===== config.mk =====
export PLATFORM = sky130hd
export DESIGN_NAME = usb_tx_controller
export DESIGN_NICKNAME = d
export VERILOG_FILES = /design/src/rtl/usb_tx_pkg.sv /design/src/rtl/usb_bit_timer.sv /design/src/rtl/usb_tx_controller.sv
export SDC_FILE = /design/constraint.sdc
export NUM_CORES = 1
export LEC_CHECK = 0
export CAP_MARGIN = 20
export CORE_MARGIN = 5
export CORE_UTILIZATION = 54
export CTS_CLUSTER_DIAMETER = 200
export DETAILED_ROUTE_END_ITERATION = 8
export HOLD_SLACK_MARGIN = 0.15
export PLACE_DENSITY = 0.79
export SYNTH_ARGS = -nofsm -noshare
export SYNTH_HDL_FRONTEND = slang
export SYNTH_SLANG_ARGS = --single-unit

===== constraint.sdc =====
create_clock -name clk -period 2.8 [get_ports clk]
set_clock_uncertainty 0.2 [all_clocks]
set_input_delay 0.56 -clock clk [delete_from_list [all_inputs] [get_ports clk]]
set_output_delay 0.56 -clock clk [all_outputs]
set_load 0.03 [all_outputs]

===== src/rtl/usb_tx_pkg.sv =====
// Shared types and constants for the USB low-level transmit path.
package usb_tx_pkg;

  // ST_LOAD is a zero-length decision point and is never held as a register value.
  typedef enum logic [2:0] {
    ST_IDLE  = 3'd0,
    ST_SYNC  = 3'd1,
    ST_LOAD  = 3'd2,
    ST_DATA  = 3'd3,
    ST_STUFF = 3'd4,
    ST_EOP   = 3'd5,
    ST_EIDLE = 3'd6
  } tx_state_e;

  localparam logic [7:0] SYNC_PATTERN = 8'h80;
  localparam logic [2:0] STUFF_LIMIT  = 3'd6;
  localparam logic [2:0] EOP_BITS     = 3'd2;

endpackage


===== src/rtl/usb_bit_timer.sv =====
// Bit-period timer: counts 0..CLKS_PER_BIT-1 and strobes on the last clock of each period.
module usb_bit_timer #(
  parameter int CLKS_PER_BIT = 8
) (
  input  logic clk,
  input  logic n_rst,
  input  logic clear,
  input  logic enable,
  output logic strobe
);

  localparam int W = $clog2(CLKS_PER_BIT);
  localparam logic [W-1:0] LAST = W'(CLKS_PER_BIT - 1);

  logic [W-1:0] cnt;

  always_ff @(posedge clk or negedge n_rst) begin
    if (!n_rst) begin
      cnt <= '0;
    end else if (clear) begin
      cnt <= '0;
    end else if (enable) begin
      cnt <= (cnt == LAST) ? '0 : cnt + W'(1);
    end
  end

  assign strobe = enable && !clear && (cnt == LAST);

endmodule


===== src/rtl/usb_tx_controller.sv =====
// USB packet serializer: SYNC, LSB-first payload with bit stuffing, EOP and EIDLE,
// producing raw bits and an SE0 request for the downstream NRZI encoder.
module usb_tx_controller
  import usb_tx_pkg::*;
#(
  parameter int CLKS_PER_BIT = 8
) (
  input  logic       clk,
  input  logic       n_rst,
  input  logic       tx_start,
  input  logic       byte_valid,
  input  logic [7:0] tx_byte,
  input  logic       tx_last,
  output logic       byte_ready,
  output logic       tx_bit,
  output logic       tx_eop,
  output logic       bit_strobe,
  output logic       tx_busy,
  output logic       tx_done,
  output logic       tx_error,
  output logic [2:0] fsm_state
);

  // Byte handshake: a byte transfers on the rising edge where byte_valid and
  // byte_ready are both high; byte_ready is only raised on a LOAD decision, so
  // tx_byte/tx_last must stay stable while byte_valid is high until then.

  tx_state_e  state;
  logic [2:0] bit_idx;
  logic [7:0] shift;
  logic       last_flag;
  logic       aborted;
  logic [2:0] ones;

  logic       strobe;
  logic [2:0] ones_next;
  logic       stuff_due;
  logic       sync_end;
  logic       byte_end;
  logic       load_now;

  usb_bit_timer #(.CLKS_PER_BIT(CLKS_PER_BIT)) u_timer (
    .clk    (clk),
    .n_rst  (n_rst),
    .clear  (state == ST_IDLE),
    .enable (state != ST_IDLE),
    .strobe (strobe)
  );

  always_comb begin
    ones_next = tx_bit ? ones + 3'd1 : 3'd0;
    stuff_due = (state == ST_DATA) && (ones_next == STUFF_LIMIT);
    sync_end  = strobe && (state == ST_SYNC) && (bit_idx == 3'd7);
    // A stuff bit after bit 7 defers the byte boundary until the stuff bit ends.
    byte_end  = strobe && (bit_idx == 3'd7) &&
                (((state == ST_DATA) && !stuff_due) || (state == ST_STUFF));
    load_now  = sync_end || (byte_end && !last_flag);
  end

  assign byte_ready = load_now && byte_valid;
  assign bit_strobe = strobe;
  assign fsm_state  = state;

  always_ff @(posedge clk or negedge n_rst) begin
    if (!n_rst) begin
      state     <= ST_IDLE;
      bit_idx   <= 3'd0;
      shift     <= 8'd0;
      last_flag <= 1'b0;
      aborted   <= 1'b0;
      ones      <= 3'd0;
      tx_bit    <= 1'b1;
      tx_eop    <= 1'b0;
      tx_busy   <= 1'b0;
      tx_done   <= 1'b0;
      tx_error  <= 1'b0;
    end else begin
      tx_done  <= 1'b0;
      tx_error <= 1'b0;
      case (state)
        ST_IDLE: if (tx_start) begin
          state   <= ST_SYNC;
          tx_bit  <= SYNC_PATTERN[0];
          bit_idx <= 3'd0;
          ones    <= 3'd0;
          aborted <= 1'b0;
          tx_busy <= 1'b1;
        end
        ST_SYNC: if (strobe) begin
          ones <= ones_next;
          if (bit_idx != 3'd7) begin
            bit_idx <= bit_idx + 3'd1;
            tx_bit  <= SYNC_PATTERN[bit_idx + 3'd1];
          end
        end
        ST_DATA: if (strobe) begin
          if (stuff_due) begin
            state  <= ST_STUFF;
            tx_bit <= 1'b0;
            ones   <= 3'd0;
          end else begin
            ones <= ones_next;
            if (bit_idx != 3'd7) begin
              bit_idx <= bit_idx + 3'd1;
              tx_bit  <= shift[bit_idx + 3'd1];
            end
          end
        end
        ST_STUFF: if (strobe) begin
          ones <= 3'd0;
          if (bit_idx != 3'd7) begin
            state   <= ST_DATA;
            bit_idx <= bit_idx + 3'd1;
            tx_bit  <= shift[bit_idx + 3'd1];
          end
        end
        ST_EOP: if (strobe) begin
          if (bit_idx == EOP_BITS - 3'd1) begin
            state   <= ST_EIDLE;
            tx_eop  <= 1'b0;
            tx_bit  <= 1'b1;
            bit_idx <= 3'd0;
          end else begin
            bit_idx <= bit_idx + 3'd1;
          end
        end
        ST_EIDLE: if (strobe) begin
          state    <= ST_IDLE;
          tx_done  <= 1'b1;
          tx_error <= aborted;
          tx_busy  <= 1'b0;
        end
        default: state <= ST_IDLE;
      endcase

      // Byte boundaries override the per-state update above.
      if (load_now) begin
        if (byte_valid) begin
          shift     <= tx_byte;
          last_flag <= tx_last;
          state     <= ST_DATA;
          bit_idx   <= 3'd0;
          tx_bit    <= tx_byte[0];
        end else begin
          state   <= ST_EOP;
          tx_bit  <= 1'b1;
          tx_eop  <= 1'b1;
          bit_idx <= 3'd0;
          aborted <= 1'b1;
        end
      end else if (byte_end && last_flag) begin
        state   <= ST_EOP;
        tx_bit  <= 1'b1;
        tx_eop  <= 1'b1;
        bit_idx <= 3'd0;
      end
    end
  end

endmodule


==> results of run 1 <==
[worst max-delay path, cell delays in order]
cell and delay, ns:
clkdlybuf4s50_1 0.53, nand3_2 0.12, or3_1 0.36, o32a_2 0.20, inv_1 0.08, buf_6 0.13
[worst max path at each step]
| stage | cells after the start | endpoint | slack [ns] | from |
|---|---|---|---|---|
| final | 6 | byte_ready | 0.05 | byte_valid |
| after global routing | 7 | byte_ready | -0.03 | u_timer.cnt[0]$_DFF_PN0_ |
| after CTS | 7 | byte_ready | 0.02 | u_timer.cnt[0]$_DFF_PN0_ |
| after detailed placement | 6 | byte_ready | 0.05 | byte_valid |
| after global placement | 6 | byte_ready | 0.11 | byte_valid |
| after floorplan | 7 | byte_ready | 0.25 | bit_idx[0]$_DFFE_PN0P_ |
[Yosys cell counts, drive strengths merged, types with 2 or more instances]
cell type | n | area share, %
ha | 7 | 5.4
mux2 | 13 | 11
o21ai | 14 | 4.3
a22oi | 3 | 1.4
or3 | 2 | 0.77
clkbuf | 4 | 0.93
nor2 | 8 | 1.9
nand3 | 5 | 1.5
nor3b | 3 | 1.4
and3 | 2 | 0.77
a31oi | 3 | 1.2
o22ai | 2 | 0.77
nor3 | 3 | 1.2
a32o | 2 | 1.2
and2 | 3 | 1.2
buf | 5 | 2.5
mux2i | 3 | 1.9
nand2 | 9 | 2.1
a21oi | 5 | 1.5
nand2b | 6 | 2.5
inv | 10 | 2.3
dfrtp | 26 | 40
nor2b | 3 | 1.2
[report_power, final]
group	total (mW)	internal, mW	switching, mW
clock network	0.169	0.0537	0.115
logic	0.0284	0.0161	0.0123
registers	0.390	0.390	0
[placed cells by master, fill, tap and decap left out, types with 2 or more instances in the layout]
master           Yosys  final
clkbuf_4             0      3
nor2_1               8      8
mux2_2               6      6
a32o_1               2      2
inv_1               10     10
o22ai_1              2      2
a31oi_1              3      3
buf_4                1      9
clkdlybuf4s50_1      0     20
nor3b_1              3      3
nand2b_1             5      5
mux2i_1              3      3
ha_1                 7      5
and2_1               3      3
nand3_1              5      4
mux2_4               7      7
a21oi_1              5      5
a22oi_1              3      3
o21ai_0             13     13
nand2_1              9      9
dfrtp_1             26     26
nor3_1               2      2
or3_1                2      2
and3_1               2      2
nor2b_1              3      3
[cells by family (layout without fill, tap and decap cells)]
logic type / after synthesis / in the layout / synth area share, %
mux: 16 / 16 / 12.5
buf+inv: 19 / 45 / 5.72
fa+ha+maj: 7 / 7 / 5.41
simple gates: 46 / 46 / 15.5
xor+xnor: 2 / 2 / 1.08
flops: 27 / 27 / 41.8
compound gates: 42 / 42 / 18.0
[stage by stage]
step | hold WS (ns) | setup slack (ns) | cell area (um2) | util (%)
after floorplan | 0.0644 | 0.249 | 1620 | -
after global placement | 0.228 | 0.109 | 1880 | 67.0
after detailed placement | 0.250 | 0.0507 | 1880 | 67.0
after CTS | 0.269 | 0.0190 | 1920 | 68.4
after global routing | 0.282 | -0.0312 | 1950 | 69.5
final | 0.266 | 0.0537 | 1950 | 69.5
[timing repair]
item / CTS / global route
endpoints found under the setup margin: 1 / 2
pin swaps: 0 / 0
buffers inserted: 1 / 0
resized for setup: 1 / 6
[metal layers]
layer / vias up / routed length [um] / global-route usage [%]
met5: - / 0 / 0
met4: 0 / 60 / 7.39
met2: 49 / 1900 / 33.1
met1: 653 / 1440 / 22.0
met3: 7 / 242 / 3.80
li1: 628 / - / -
[state kept, by name (all words and copies together), names as in the netlist, 3 cells and up]
name	cells
u_timer.cnt	3
shift	8
ones	3
fsm_state	3
bit_idx	3
[layout make-up]
| class | instances | share of cell area [%] |
|---|---|---|
| Multi-Input combinational cell | 113 | 45.0 |
| Sequential cell | 27 | 34.7 |
| Timing Repair Buffer | 31 | 15.0 |
| Tap cell | 31 | 1.99 |
| Inverter | 10 | 1.93 |
| Clock buffer | 3 | 1.16 |
| Clock inverter | 1 | 0.257 |
==> reports/metrics.yaml, run 1 <==
clock_network:
  clock_latency_ns: 0.33
  cts_hold_buf: 0
  cts_buffer_depth: 2
  cts_tree: "yes"
  clkTransAtPathRegs_ns: 0.14
  numCtsBuffers: 3
  cts_root_buf: "clkbuf_4"
  cts.sinks: 27
  htreeDepth: 1
routing:
  routed_wl_mm: 3.65
  vias: 1337
  wl_per_cell_um: 16.9
  drc: 0
  drt-vias-per-instance: 6.19
  initialDrtViolationCount: 88
  ant_nets: 0
  firstDrtPassIters: 4
timing:
  period_share_pct: 98.1
  setup-tns-final_ns: 0
  period_minus_slack_ns: 2.75
  slew_viol_final: 0
  fmax_mhz: 364
  setup_violations: 0
  max-slew-margin-rel_pct: 54.9
  worstMarginPinSlew_ns: 0.666
  rsz0062_at_grt: "true"
  finalHoldViolCount: 0
critical_path:
  reg2reg_depth: 8
  crit_path_max_fanout: 3
  cp-end-kind: "output pin"
  crit_type: "in2out"
  rr_endpoint: "tx_bit$_DFFE_PN1P_"
  crit_required_ns: 2.04
  reg2reg_slack_ns: 0.49
  reg2reg_from: "bit_idx[0]$_DFFE_PN0P_"
  crit_arrival_ns: 1.99
  startpoint_type: "input port"
global_routing:
  gr-total-overflow: 0
  antenna_found_initial: 0
  grt_first_pass_wirelength_mm: 6.17
  grt_usage_pct: 18.6
  grt_pass1_vias: 1361
  grt_max_degree: 19
synth:
  syn-num-nets: 179
  syn_avg_cell_area_um2: 10.2
  ys_types: 47
  syn_inst: 159
  ys_seq_elements: 27
  ys_seq_area_share_pct: 41.8
  synthesis.area_um2: 1620
  ys.flop_type: "dfrtp_1"
  synth_edf_count: 0
  async_flop_share_pct: 100
  yosys_warnings: 0
final_layout:
  final_layout_size_suffix_gt1_share_pct: 20.0
  num_antenna_cells: 0
  nFillCells: 234
  fin_nets: 206
  syn_to_final_growth_pct: 20.4
  multi_input_area_um2: 877
  register_area_um2: 677
  layout.cells.non_filler: 216
placed_design:
  finalWeightedCongestion: 0.914
  dp_cells: 211
  hpwlAfterDp_mm: 2.81
  portBuffers: 22
hold_path:
  min_to: "u_timer.cnt[0]$_DFF_PN0_"
  min_path_type: "reg2reg"
  hold_depth: 1
  hold_start: "u_timer.cnt[0]$_DFF_PN0_"
job:
  cap_viol_max_count: 0
pwr:
  vdd_drop_max_v: 0.000232
  power_mw: 0.587
  p_leak_nw: 0.890
  power_density_nw_per_um2: 301
floorplanning:
  num_io_pins: 23
  dieArea_um2: 4190
  die_w_um: 64.8
  num_rows: 19
  start_util_pct: 57.7
  die_h_um: 64.8
  core_um2: 2810
outcome:
  status: "completed"
Note: power is estimated with default switching activity, not from simulation.
==> run 2: changes to the inputs <==
==> constraint.sdc (replaced) <==
create_clock -name clk -period 2.8 [get_ports clk]
set_clock_uncertainty 0.2 [all_clocks]
set_input_delay 0.28 -clock clk [delete_from_list [all_inputs] [get_ports clk]]
set_output_delay 0.28 -clock clk [all_outputs]
set_load 0.03 [all_outputs]
==> reports/metrics.yaml, run 2 (synthesized netlist as in run 1, its figures left out) <==
routing:
  drt-vias-per-instance: 6.03  # -2.6%
  routed_wl_mm: 3.52  # -3.5%
  ant_nets: 0  # unchanged
  firstDrtPassIters: 5  # +1
  wl_per_cell_um: 16.4  # -3.0%
  vias: 1296  # -3.1%
  initialDrtViolationCount: 71  # -19%
  drc: 0  # unchanged
clock_network:
  cts.sinks: 27  # unchanged
  numCtsBuffers: 3  # unchanged
  cts_tree: "yes"
  cts_buffer_depth: 2  # unchanged
  cts_root_buf: "clkbuf_4"
  clkTransAtPathRegs_ns: 0.14  # about the same
  clock_latency_ns: 0.33  # about the same
  htreeDepth: 1  # unchanged
critical_path:
  crit_family: "simple AND/OR/NAND/NOR gates"
  cp-end-kind: "output pin"
  cp_cell_sequence: "ha_1 -> ha_2 -> nand3_1 -> or3_1 -> o32a_4 -> inv_1 -> buf_4"
  cp_slowest_cell: "dfrtp_1"
  reg2reg_from: "bit_idx[0]$_DFFE_PN0P_"
  worstSetupEndpoint: "byte_ready"
  rr_endpoint: "tx_bit$_DFFE_PN1P_"
  startpoint_type: "flop"
  crit_type: "reg2out"
  reg2reg_depth: 8  # unchanged
  crit_required_ns: 2.32  # +0.28 ns
  crit_arrival_ns: 2.16  # +0.17 ns
  worst-path-stages: 7  # +1
  crit_path_start: "bit_idx[1]$_DFFE_PN0P_"
  slowest_delay_ns: 0.41  # -0.12 ns
  crit_path_max_fanout: 7  # +4
  reg2reg_slack_ns: 0.38  # -0.11 ns
  crit_buf_inv: 2  # -1
timing:
  setup_violations: 0  # unchanged
  max-slew-margin-rel_pct: 53.4  # -1.5 points
  period_minus_slack_ns: 2.64  # -0.109 ns
  fmax_mhz: 379  # +4.1%
  hold_ws_ns: 0.259  # -0.00762 ns
  finalHoldViolCount: 0  # unchanged
  rsz0062_at_grt: "false"
  setup-tns-final_ns: 0  # unchanged
  period_share_pct: 94.2  # -3.9 points
  worstMarginPinSlew_ns: 0.688  # +0.0229 ns
  slew_viol_final: 0  # unchanged
pwr:
  power_mw: 0.589  # +0.37%
  vdd_drop_max_v: 0.000212  # -8.6%
  p_leak_nw: 0.866  # -2.6%
  power_density_nw_per_um2: 306  # +1.7%
floorplanning:
  dieArea_um2: 4190  # unchanged
  start_util_pct: 57.7  # unchanged
  num_io_pins: 23  # unchanged
  core_um2: 2810  # unchanged
  num_rows: 19  # unchanged
  die_h_um: 64.8  # unchanged
  die_w_um: 64.8  # unchanged
global_routing:
  antenna_found_initial: 0  # unchanged
  grt_pass1_vias: 1269  # -6.8%
  gr-total-overflow: 0  # unchanged
  grt_max_degree: 20  # +1
  grt_first_pass_wirelength_mm: 5.88  # -4.7%
  grt_usage_pct: 17.8  # -0.83 points
final_layout:
  nFillCells: 239  # +2.1%
  num_antenna_cells: 0  # unchanged
  top_register: "shift"
  syn_to_final_growth_pct: 18.9
  postLayoutCoreUtil_pct: 68.6  # -0.89 points
  largest_reg_flops: 8  # unchanged
  final_area_um2: 1920  # -1.3%
  final_layout_size_suffix_gt1_share_pct: 17.4  # -2.6 points
  layout_commonest_cell: "dfrtp_1"
  final_cell_mix: "dfrtp_1, clkdlybuf4s50_1, o21ai_0, inv_1, nand2_1"
  fin_nets: 205  # -0.49%
placed_design:
  placed_area_um2: 1840  # -2.0%
  portBuffers: 22  # unchanged
  hpwlAfterDp_mm: 2.63  # -6.1%
  finalWeightedCongestion: 0.911  # -0.36%
job:
  cap_viol_max_count: 0  # unchanged
hold_path:
  min_path_type: "reg2reg"
outcome:
  status: "completed"
## run 2: power by group
part | internal (mW) | leakage, nW | total [mW] | switching (mW)
Sequential | 0.390 | 0.338 | 0.390 | 0
Combinational | 0.0170 | 0.513 | 0.0296 | 0.0126
Clock | 0.0558 | 0.0150 | 0.170 | 0.114
Total | 0.463 | 0.866 | 0.589 | 0.126
## run 2: final cells by class
cell class	count	area [um2]	share of cell area, %
clock buffer	4	26.3	1.37
inverter	10	37.5	1.95
multi-input combinational	113	863	44.9
sequential	27	678	35.2
tap	31	38.8	2.02
timing repair buffer	30	280	14.6
## run 2: what timing repair did
item / CTS / global route
endpoints found under the hold margin: 9 / 0
hold buffers: 1 / 0
setup buffers: 0 / 4
gates resized for setup: 2 / 1
endpoints found under the setup margin: 1 / 1
## run 2: metal layers
| layer | vias to the layer above | part of all wire [%] | track usage (%) |
|---|---|---|---|
| li1 | 623 | - | - |
| met5 | - | 0 | 0 |
| met1 | 615 | 44 | 23.0 |
| met3 | 10 | 5.7 | 3.80 |
| met4 | 0 | 2.7 | 8.18 |
| met2 | 48 | 48 | 28.6 |
## run 2: worst min path at each step
stage                                     endpoint                startpoint  depth (start not counted)  slack [ns]
after floorplan                  aborted$_DFF_PN0_                     n_rst                          0       -0.22
after global placement    u_timer.cnt[0]$_DFF_PN0_  u_timer.cnt[0]$_DFF_PN0_                          1        0.23
after detailed placement  u_timer.cnt[0]$_DFF_PN0_  u_timer.cnt[0]$_DFF_PN0_                          1        0.25
after CTS                 u_timer.cnt[0]$_DFF_PN0_  u_timer.cnt[0]$_DFF_PN0_                          1        0.26
after global routing      u_timer.cnt[0]$_DFF_PN0_  u_timer.cnt[0]$_DFF_PN0_                          1        0.28
final                     u_timer.cnt[0]$_DFF_PN0_  u_timer.cnt[0]$_DFF_PN0_                          1        0.26
## run 2: per-stage QoR
| stage | setup slack [ns] | instances |
|---|---|---|
| final | 0.163 | 215 |
| after global routing | 0.0792 | 215 |
| after CTS | 0.0536 | 211 |
| after detailed placement | 0.357 | 206 |
| after global placement | 0.435 | 206 |
| after floorplan | 0.529 | 159 |
==> run 3: changes to the inputs <==
==> constraint.sdc (replaced) <==
create_clock -name clk -period 3 [get_ports clk]
set_clock_uncertainty 0.2 [all_clocks]
set_input_delay 0.3 -clock clk [delete_from_list [all_inputs] [get_ports clk]]
set_output_delay 0.3 -clock clk [all_outputs]
set_load 0.03 [all_outputs]
==> reports/metrics.yaml, run 3 (synthesized netlist as in run 1, its figures left out) <==
outcome:
  status: "completed"
clock_network:
  htreeDepth: 1  # unchanged
  cts_buffer_depth: 2  # unchanged
  cts_tree: "yes"
  cts_root_buf: "clkbuf_4"
  numCtsBuffers: 3  # unchanged
  post_cts_buffers: 0  # unchanged
  clkTransAtPathRegs_ns: 0.15  # about the same
  clock_latency_ns: 0.33  # about the same
  cts.sinks: 27  # unchanged
global_routing:
  gr-total-overflow: 0  # unchanged
  grt_pass1_vias: 1316  # +3.7%
  grt_max_degree: 28  # +40%
  antenna_found_initial: 0  # unchanged
  grt_first_pass_wirelength_mm: 5.88  # unchanged
  grt_usage_pct: 17.6  # -0.23 points
routing:
  wl_per_cell_um: 15.6  # -4.5%
  ant_nets: 0  # unchanged
  firstDrtPassIters: 4  # -1
  drt-vias-per-instance: 6.14  # +1.8%
  drc: 0  # unchanged
  vias: 1307  # +0.85%
  routed_wl_mm: 3.33  # -5.4%
  initialDrtViolationCount: 99  # +39%
timing:
  setup_violations: 0  # unchanged
  period_minus_slack_ns: 2.75
  rsz0062_at_grt: "false"
  period_share_pct: 91.6
  fmax_mhz: 364
  finalHoldViolCount: 0  # unchanged
  setup-tns-final_ns: 0  # unchanged
  slew_viol_final: 0  # unchanged
  max-slew-margin-rel_pct: 55.0  # +1.7 points
  worstMarginPinSlew_ns: 0.664  # -0.0244 ns
critical_path:
  startpoint_type: "flop"
  crit_type: "reg2out"
  rr_endpoint: "shift[4]$_DFFE_PN0P_"
  worstSetupEndpoint: "bit_strobe"
  crit_arrival_ns: 2.25  # +0.09 ns
  crit_buf_inv: 2  # unchanged
  crit_family: "buffers and inverters"
  cp-end-kind: "output pin"
  worst-path-stages: 4  # -3
  reg2reg_depth: 7  # -1
  reg2reg_slack_ns: 0.57  # +0.19 ns
  slowest_delay_ns: 0.61  # +0.20 ns
  reg2reg_from: "bit_idx[0]$_DFFE_PN0P_"
  crit_path_max_fanout: 13  # +6
  crit_path_start: "fsm_state[0]$_DFFE_PN0P_"
  cp_slowest_cell: "clkdlybuf4s50_1"
  crit_required_ns: 2.50  # +0.18 ns
  cp_cell_sequence: "buf_4 -> nor3_2 -> nor2_1 -> clkdlybuf4s50_1"
placed_design:
  hpwlAfterDp_mm: 2.48  # -6.0%
  portBuffers: 22  # unchanged
  finalWeightedCongestion: 0.956  # +5.0%
job:
  cap_viol_max_count: 0  # unchanged
pwr:
  vdd_drop_max_v: 0.000208  # -1.9%
  p_leak_nw: 0.854  # -1.5%
  power_mw: 0.549  # -6.9%
  power_density_nw_per_um2: 290  # -5.3%
floorplanning:
  dieArea_um2: 4190  # unchanged
  num_rows: 19  # unchanged
  core_um2: 2810  # unchanged
  die_w_um: 64.8  # unchanged
  die_h_um: 64.8  # unchanged
  num_io_pins: 23  # unchanged
  start_util_pct: 57.7  # unchanged
final_layout:
  final_cell_mix: "dfrtp_1, clkdlybuf4s50_1, o21ai_0, inv_1, nand2_1"
  num_antenna_cells: 0  # unchanged
  final_layout_size_suffix_gt1_share_pct: 15.4  # -2.0 points
  largest_reg_flops: 8  # unchanged
  fin_nets: 203  # -0.98%
  top_register: "shift"
  layout_commonest_cell: "dfrtp_1"
  syn_to_final_growth_pct: 16.8
hold_path:
  min_path_type: "reg2reg"
-- run 3: layout make-up --
cell class,instances,area (um2)
timing repair buffer,28,263
inverter,10,37.5
tap,31,38.8
sequential,27,677
fill,224,913
multi-input combinational,113,850
clock buffer,4,26.3
-- run 3: how the worst min path moves through the flow --
stage / startpoint / endpoint / depth (start not counted)
2_1_floorplan: n_rst / aborted$_DFF_PN0_ / 0
3_3_place_gp: u_timer.cnt[0]$_DFF_PN0_ / u_timer.cnt[0]$_DFF_PN0_ / 1
3_5_place_dp: u_timer.cnt[0]$_DFF_PN0_ / u_timer.cnt[0]$_DFF_PN0_ / 1
4_1_cts: u_timer.cnt[0]$_DFF_PN0_ / u_timer.cnt[0]$_DFF_PN0_ / 1
5_1_grt: u_timer.cnt[0]$_DFF_PN0_ / u_timer.cnt[0]$_DFF_PN0_ / 1
6_report: u_timer.cnt[0]$_DFF_PN0_ / u_timer.cnt[0]$_DFF_PN0_ / 1
-- run 3: through the flow --
stage / hold WS (ns) / cells / area (um2) / utilization, % / setup slack (ns)
floorplan: -0.196 / 159 / 1620 / - / 0.709
global placement: 0.230 / 208 / 1860 / 66.3 / 0.291
detailed placement: 0.241 / 208 / 1860 / 66.3 / 0.225
CTS: 0.261 / 213 / 1900 / 67.6 / 0.116
global route: 0.280 / 213 / 1890 / 67.4 / 0.121
finish: 0.260 / 213 / 1890 / 67.4 / 0.252
-- run 3: per-layer routing --
metal | vias up | global-route usage [%] | part of all wire [%]
met5 | - | 0 | 0
met2 | 63 | 29.2 | 49
met1 | 615 | 22.0 | 43
met3 | 7 | 3.80 | 6.5
met4 | 0 | 7.65 | 1.8
li1 | 622 | - | -
-- run 3: what timing repair did --
item | in CTS | in global routing
gates resized for setup | 1 | 2
endpoints found under the setup margin | 1 | 1
hold buffers | 1 | 0
endpoints found under the hold margin | 26 | 0
gates cloned | 0 | 0
-- run 3: power by group --
part           switching (mW)  internal, mW  leakage, nW
sequential                  0         0.364        0.338
combinational          0.0107        0.0159        0.500
clock                   0.106        0.0521       0.0150
total                   0.117         0.432        0.854
